--- src/rtl/rx_word_packer_pkg.sv ---
// Shared word/byte types for the UART receive word packer.
package rx_pkg;
   localparam int WORD_W         = 32;
   localparam int BYTES_PER_WORD = 4;

   typedef logic [1:0]        byte_idx_t;
   typedef logic [WORD_W-1:0] word_t;
endpackage

--- src/rtl/rx_word_packer_fifo.sv ---
// word_fifo: small synchronous FIFO with a flop-array head read and sync flush.
module word_fifo #(
   parameter int WIDTH      = 32,
   parameter int DEPTH_LOG2 = 2
) (
   input  logic                  clk,
   input  logic                  rstn,
   input  logic                  push,
   input  logic [WIDTH-1:0]      push_data,
   input  logic                  pop,
   input  logic                  flush,
   output logic                  empty,
   output logic                  full,
   output logic [DEPTH_LOG2:0]   level,
   output logic [WIDTH-1:0]      head
);
   localparam int DEPTH = 1 << DEPTH_LOG2;

   logic [DEPTH-1:0][WIDTH-1:0] mem;
   logic [DEPTH_LOG2-1:0]       wr_ptr, rd_ptr;
   logic [DEPTH_LOG2:0]         cnt;
   logic                        do_push, do_pop;

   assign empty   = (cnt == '0);
   assign full    = (cnt == (DEPTH_LOG2+1)'(DEPTH));
   assign do_pop  = pop & ~empty;
   // A pop in the same cycle frees the slot the push needs.
   assign do_push = push & (~full | do_pop);
   assign level   = cnt;
   assign head    = mem[rd_ptr];

   always_ff @(posedge clk or negedge rstn) begin
      if (!rstn) begin
         mem    <= '0;
         wr_ptr <= '0;
         rd_ptr <= '0;
         cnt    <= '0;
      end else if (flush) begin
         wr_ptr <= '0;
         rd_ptr <= '0;
         cnt    <= '0;
      end else begin
         if (do_push) begin
            mem[wr_ptr] <= push_data;
            wr_ptr      <= wr_ptr + 1'b1;
         end
         if (do_pop)
            rd_ptr <= rd_ptr + 1'b1;
         case ({do_push, do_pop})
            2'b10:   cnt <= cnt + 1'b1;
            2'b01:   cnt <= cnt - 1'b1;
            default: cnt <= cnt;
         endcase
      end
   end
endmodule

--- src/rtl/rx_word_packer.sv ---
// Packs UART bytes little-endian into 32-bit words and queues them for the loader.
// Build option RX_PACK_ERR_DROP_EN: discard a byte with a fresh framing error and restart the word.
module rx_word_packer
   import rx_pkg::*;
#(
   parameter int DEPTH_LOG2 = 2
) (
   input  logic                  clk,
   input  logic                  rstn,
   input  logic [7:0]            rx_data,
   input  logic                  rx_ready,
   input  logic                  rx_ferr,
   input  logic                  flush,
   input  logic                  err_clr,
   output logic [WORD_W-1:0]     word_data,
   output logic                  word_valid,
   input  logic                  word_ready,
   output logic [DEPTH_LOG2:0]   level,
   output logic                  ferr_seen,
   output logic                  overflow
);
   byte_idx_t byte_cnt;
   word_t     shift_q, shift_nxt;
   logic      ferr_prev, charged, drop_byte;
   logic      push, pop, ovf_evt;
   logic      fifo_empty, fifo_full;

   // rx_ferr is sticky upstream, so only its rising edge between strobes counts.
   assign charged = rx_ready & rx_ferr & ~ferr_prev;

`ifdef RX_PACK_ERR_DROP_EN
   assign drop_byte = charged;
`else
   assign drop_byte = 1'b0;
`endif

   always_comb begin
      shift_nxt = shift_q;
      shift_nxt[{byte_cnt, 3'b000} +: 8] = rx_data;
   end

   assign push    = rx_ready & ~flush & ~drop_byte & (byte_cnt == 2'd3);
   assign pop     = word_valid & word_ready;
   assign ovf_evt = push & fifo_full & ~pop;

   always_ff @(posedge clk or negedge rstn) begin
      if (!rstn) begin
         byte_cnt  <= '0;
         shift_q   <= '0;
         ferr_prev <= 1'b0;
         ferr_seen <= 1'b0;
         overflow  <= 1'b0;
      end else begin
         if (rx_ready)
            ferr_prev <= rx_ferr;

         if (flush) begin
            byte_cnt <= '0;
            shift_q  <= '0;
         end else if (rx_ready) begin
            if (drop_byte || byte_cnt == 2'd3) begin
               byte_cnt <= '0;
               shift_q  <= '0;
            end else begin
               byte_cnt <= byte_cnt + 1'b1;
               shift_q  <= shift_nxt;
            end
         end

         // New events beat a same-cycle clear.
         if (charged)      ferr_seen <= 1'b1;
         else if (err_clr) ferr_seen <= 1'b0;
         if (ovf_evt)      overflow  <= 1'b1;
         else if (err_clr) overflow  <= 1'b0;
      end
   end

   word_fifo #(.WIDTH(WORD_W), .DEPTH_LOG2(DEPTH_LOG2)) u_fifo (
      .clk       (clk),
      .rstn      (rstn),
      .push      (push),
      .push_data (shift_nxt),
      .pop       (pop),
      .flush     (flush),
      .empty     (fifo_empty),
      .full      (fifo_full),
      .level     (level),
      .head      (word_data)
   );

   assign word_valid = ~fifo_empty;
endmodule

--- config.mk ---
export PLATFORM = sky130hd
export DESIGN_NAME = rx_word_packer
export DESIGN_NICKNAME = d
export VERILOG_FILES = /design/src/rtl/rx_word_packer_pkg.sv /design/src/rtl/rx_word_packer_fifo.sv /design/src/rtl/rx_word_packer.sv
export SDC_FILE = /design/constraint.sdc
export NUM_CORES = 1
export LEC_CHECK = 0
export ABC_AREA = 1
export CELL_PAD_IN_SITES_DETAIL_PLACEMENT = 1
export CELL_PAD_IN_SITES_GLOBAL_PLACEMENT = 2
export CORE_MARGIN = 3
export CORE_UTILIZATION = 36
export CTS_CLUSTER_SIZE = 8
export DETAILED_ROUTE_END_ITERATION = 8
export GPL_TIMING_DRIVEN = 0
export PLACE_DENSITY = 0.82
export SETUP_SLACK_MARGIN = 0.02
export SYNTH_ARGS = -nofsm -noshare
export SYNTH_HDL_FRONTEND = slang
export SYNTH_SLANG_ARGS = --single-unit
--- constraint.sdc ---
create_clock -name clk -period 2.1 [get_ports clk]
set_input_delay 0.42 -clock clk [delete_from_list [all_inputs] [get_ports clk]]
set_output_delay 0.42 -clock clk [all_outputs]
set_load 0.01 [all_outputs]
==> flow_summary.json <==
{
  "outcome": "finished with violations",
  "failed_checks": "setup timing",
  "synth.net_count": 985,
  "worstMarginPinSlew_ns": 0.659,
  "htree_levels": 4,
  "power.leakage_uw": 0.00499,
  "antenna_found_initial": 0,
  "cp_max_fo": 8,
  "wirelength_um": 26700,
  "post_synth_mux_area_share_pct": 0,
  "rsz0062_at_grt": "yes",
  "drv_cap": 0,
  "via_count": 6916,
  "firstDrtPassIters": 5,
  "dp_hpwl_um": 17400,
  "avgSynthCellArea_um2": 8.18,
  "hold_viol": 0,
  "grt_pass1_vias": 7303,
  "ys_seq_elements": 172,
  "die_h_um": 154,
  "clockBufferDepth": 2,
  "grt_pass1_wl_um": 42100,
  "postSynthCellCount": 960,
  "synthAdderAreaFrac_pct": 1.69,
  "synthDistinctLibCells": 25,
  "setup.worst_path.class": "flip-flop to output port",
  "combPwrFrac_pct": 29.0,
  "max_freq_ghz": 0.456,
  "drt-initial-drc-count": 444,
  "switchingPower_uw": 2980,
  "insertion_delay_ns": 0.43,
  "drive_above_1_share_pct": 23.5,
  "cp-start-kind": "flip-flop",
  "p_per_area_nw_per_um2": 925,
  "via_per_inst": 5.17,
  "gp_congestion": 0.843,
  "grt_use_total_pct": 22.8,
  "period_share_pct": 105,
  "antenna_left": 0,
  "clock_skew_ns": 0.00830,
  "irDropWorstVdd_uv": 678,
  "fp.dieW_um": 154,
  "final_util_pct": 48.0,
  "seqPwrFrac_pct": 36.6,
  "cts_num_sinks": 172,
  "finalMaxSlewViolations": 0,
  "busiest_layer": "met2",
  "syn-cell-area_um2": 7850,
  "setup_viol": 24,
  "root_buffer": "clkbuf_16",
  "synth_top_family_by_area": "simple AND/OR/NAND/NOR gates",
  "synth_simple_gate_area_share_pct": 23.0,
  "detail_route.wl_per_cell_um": 19.9,
  "drc": 0,
  "ios": 53,
  "synth_xor_area_share_pct": 0.112,
  "diodes": 0,
  "setup_slack_ns": -0.0953,
  "final_nets": 1077,
  "critPathCaptureType": "output port",
  "port_buffers": 52,
  "initial_core_util_pct": 37.0,
  "hold_ws_ns": 0.443,
  "core_um2": 21200,
  "synthToLayoutAreaGrowth_pct": 29.9,
  "die_area_um2": 23600,
  "swShare_pct": 31.6,
  "grt_max_degree": 95,
  "cp_data_arrival_time_ns": 1.78,
  "row_count": 53,
  "hold_class": "input port to flip-flop",
  "clkSlewWorstSetupHoldPaths_ns": 0.07,
  "synth-compound-area-share_pct": 14.4,
  "grt.overflow.total": 0,
  "p_int_uw": 6450,
  "numCtsBuffers": 17,
  "max-slew-margin-rel_pct": 56.1,
  "use_met3_pct": 3.49,
  "ys_seq_area_share_pct": 54.8,
  "cts_tree": "built",
  "use_met2_pct": 36.9,
  "clkPwrFrac_pct": 34.3,
  "use_met1_pct": 32.7,
  "yosys_warnings": 0,
  "worstPathRequired_ns": 1.68,
  "fin_crit_ns": 2.20
}
-- cell type report --
cell class,count,area (µm²)
Fill cell,2502,11000
Multi-Input combinational cell,680,3640
Timing Repair Buffer,73,639
Tap cell,275,344
Clock buffer,20,447
Inverter,58,235
Buffer,50,437
Clock inverter,11,140
Sequential cell,172,4310
-- final timing paths --
kind / end / from / depth (start not counted) / slack (ns)
max reg2reg: u_fifo.mem[127]$_DFFE_PN0P_ / byte_cnt[0]$_DFFE_PN0P_ / 8 / 0.12
min in group asynchronous: u_fifo.mem[27]$_DFFE_PN0P_ / rstn / 2 / 0.56
max in group asynchronous: u_fifo.mem[65]$_DFFE_PN0P_ / rstn / 3 / 0.63
max: word_data[31] / u_fifo.rd_ptr[0]$_DFFE_PN0P_ / 6 / -0.1
min: u_fifo.level[0]$_DFFE_PN0P_ / flush / 4 / 0.44
min reg2reg: ferr_seen$_DFFE_PN0P_ / ferr_prev$_DFFE_PN0P_ / 1 / 0.47
-- repair_timing --
item,in CTS,in global routing
hold endpoints to repair,1,0
hold buffers,1,0
gates resized for setup,260,116
setup buffers,10,3
cloned,4,3
pin swaps,16,21
endpoints found under the setup margin,153,162
-- registers in the layout (all words and copies together) (netlist names) --
name	flops
shift_q	32
u_fifo.mem	128
ferr_seen	1
byte_cnt	2
u_fifo.wr_ptr	2
overflow	1
u_fifo.rd_ptr	2
ferr_prev	1
u_fifo.level	3
-- per-stage QoR --
stage	power [µW]	worst slack, ns	instances	TNS (ns)	instance area (µm²)
after CTS	9120	-0.166	1334	-2.19	9760
after global routing	9850	-0.164	1339	-3.48	10200
after global placement	5530	-7.05	1287	-1251.61	8710
after detailed placement	5550	-0.768	1288	-42.61	8750
final	9430	-0.0953	1339	-0.857	10200
after floorplan	4500	0.201	960	0	7850
-- worst max-delay path, cell delays in order, from the launching register on --
cell,delay (ns)
dfrtp_1,0.39
buf_6,0.16
inv_8,0.07
buf_2,0.18
o21ai_0,0.09
o22ai_1,0.19
clkdlybuf4s15_2,0.27
-- power by group through the flow --
stage               Sequential (µW)  Clock [µW]  Combinational [µW]
finish                         3450        3240                2740
global route                   3460        3440                2940
global placement               3500           0                2030
CTS                            3440        3300                2370
floorplan                      3500           0                1000
detailed placement             3500           0                2050
-- Yosys cell counts (all sizes together) --
library cell | n | area share [%]
nand2 | 354 | 17
dfrtp | 172 | 55
o21ai | 145 | 9.5
nor2 | 88 | 4.3
inv | 58 | 2.8
o22ai | 50 | 4.0
buf | 31 | 2.2
clkbuf | 19 | 0.91
nand3 | 16 | 1.1
a21oi | 11 | 0.70
ha | 9 | 1.4
nand4 | 3 | 0.24
a22oi | 2 | 0.19
fa | 1 | 0.26
xnor2 | 1 | 0.11
-- per-layer routing --
metal  wire length (µm)  vias up
met5                  0        -
met4                224        0
met3                991       20
met2              12900      117
met1              12600     3480
li1                   -     3299
-- cells in the final DEF (no fill, tap or decap), types with 7 or more instances in the layout --
| cell type | n |
|---|---|
| buf_2 | 48 |
| buf_4 | 19 |
| buf_6 | 9 |
| clkbuf_16 | 24 |
| clkbuf_4 | 7 |
| clkdlybuf4s50_1 | 17 |
| dfrtp_1 | 169 |
| inv_1 | 46 |
| inv_2 | 7 |
| nand2_1 | 349 |
| nand3_1 | 12 |
| nor2_1 | 59 |
| nor2_2 | 14 |
| nor2_4 | 15 |
| o21ai_0 | 61 |
| o21ai_1 | 61 |
| o21ai_2 | 22 |
| o22ai_1 | 17 |
| o22ai_2 | 26 |
| o22ai_4 | 7 |
-- cell families after synthesis --
family,count (synthesis)
simple gates,461
compound gates,208
flops,172
buf+inv,108
fa+ha+maj,10
xor+xnor,1
Note: power is estimated with default switching activity, not from simulation.
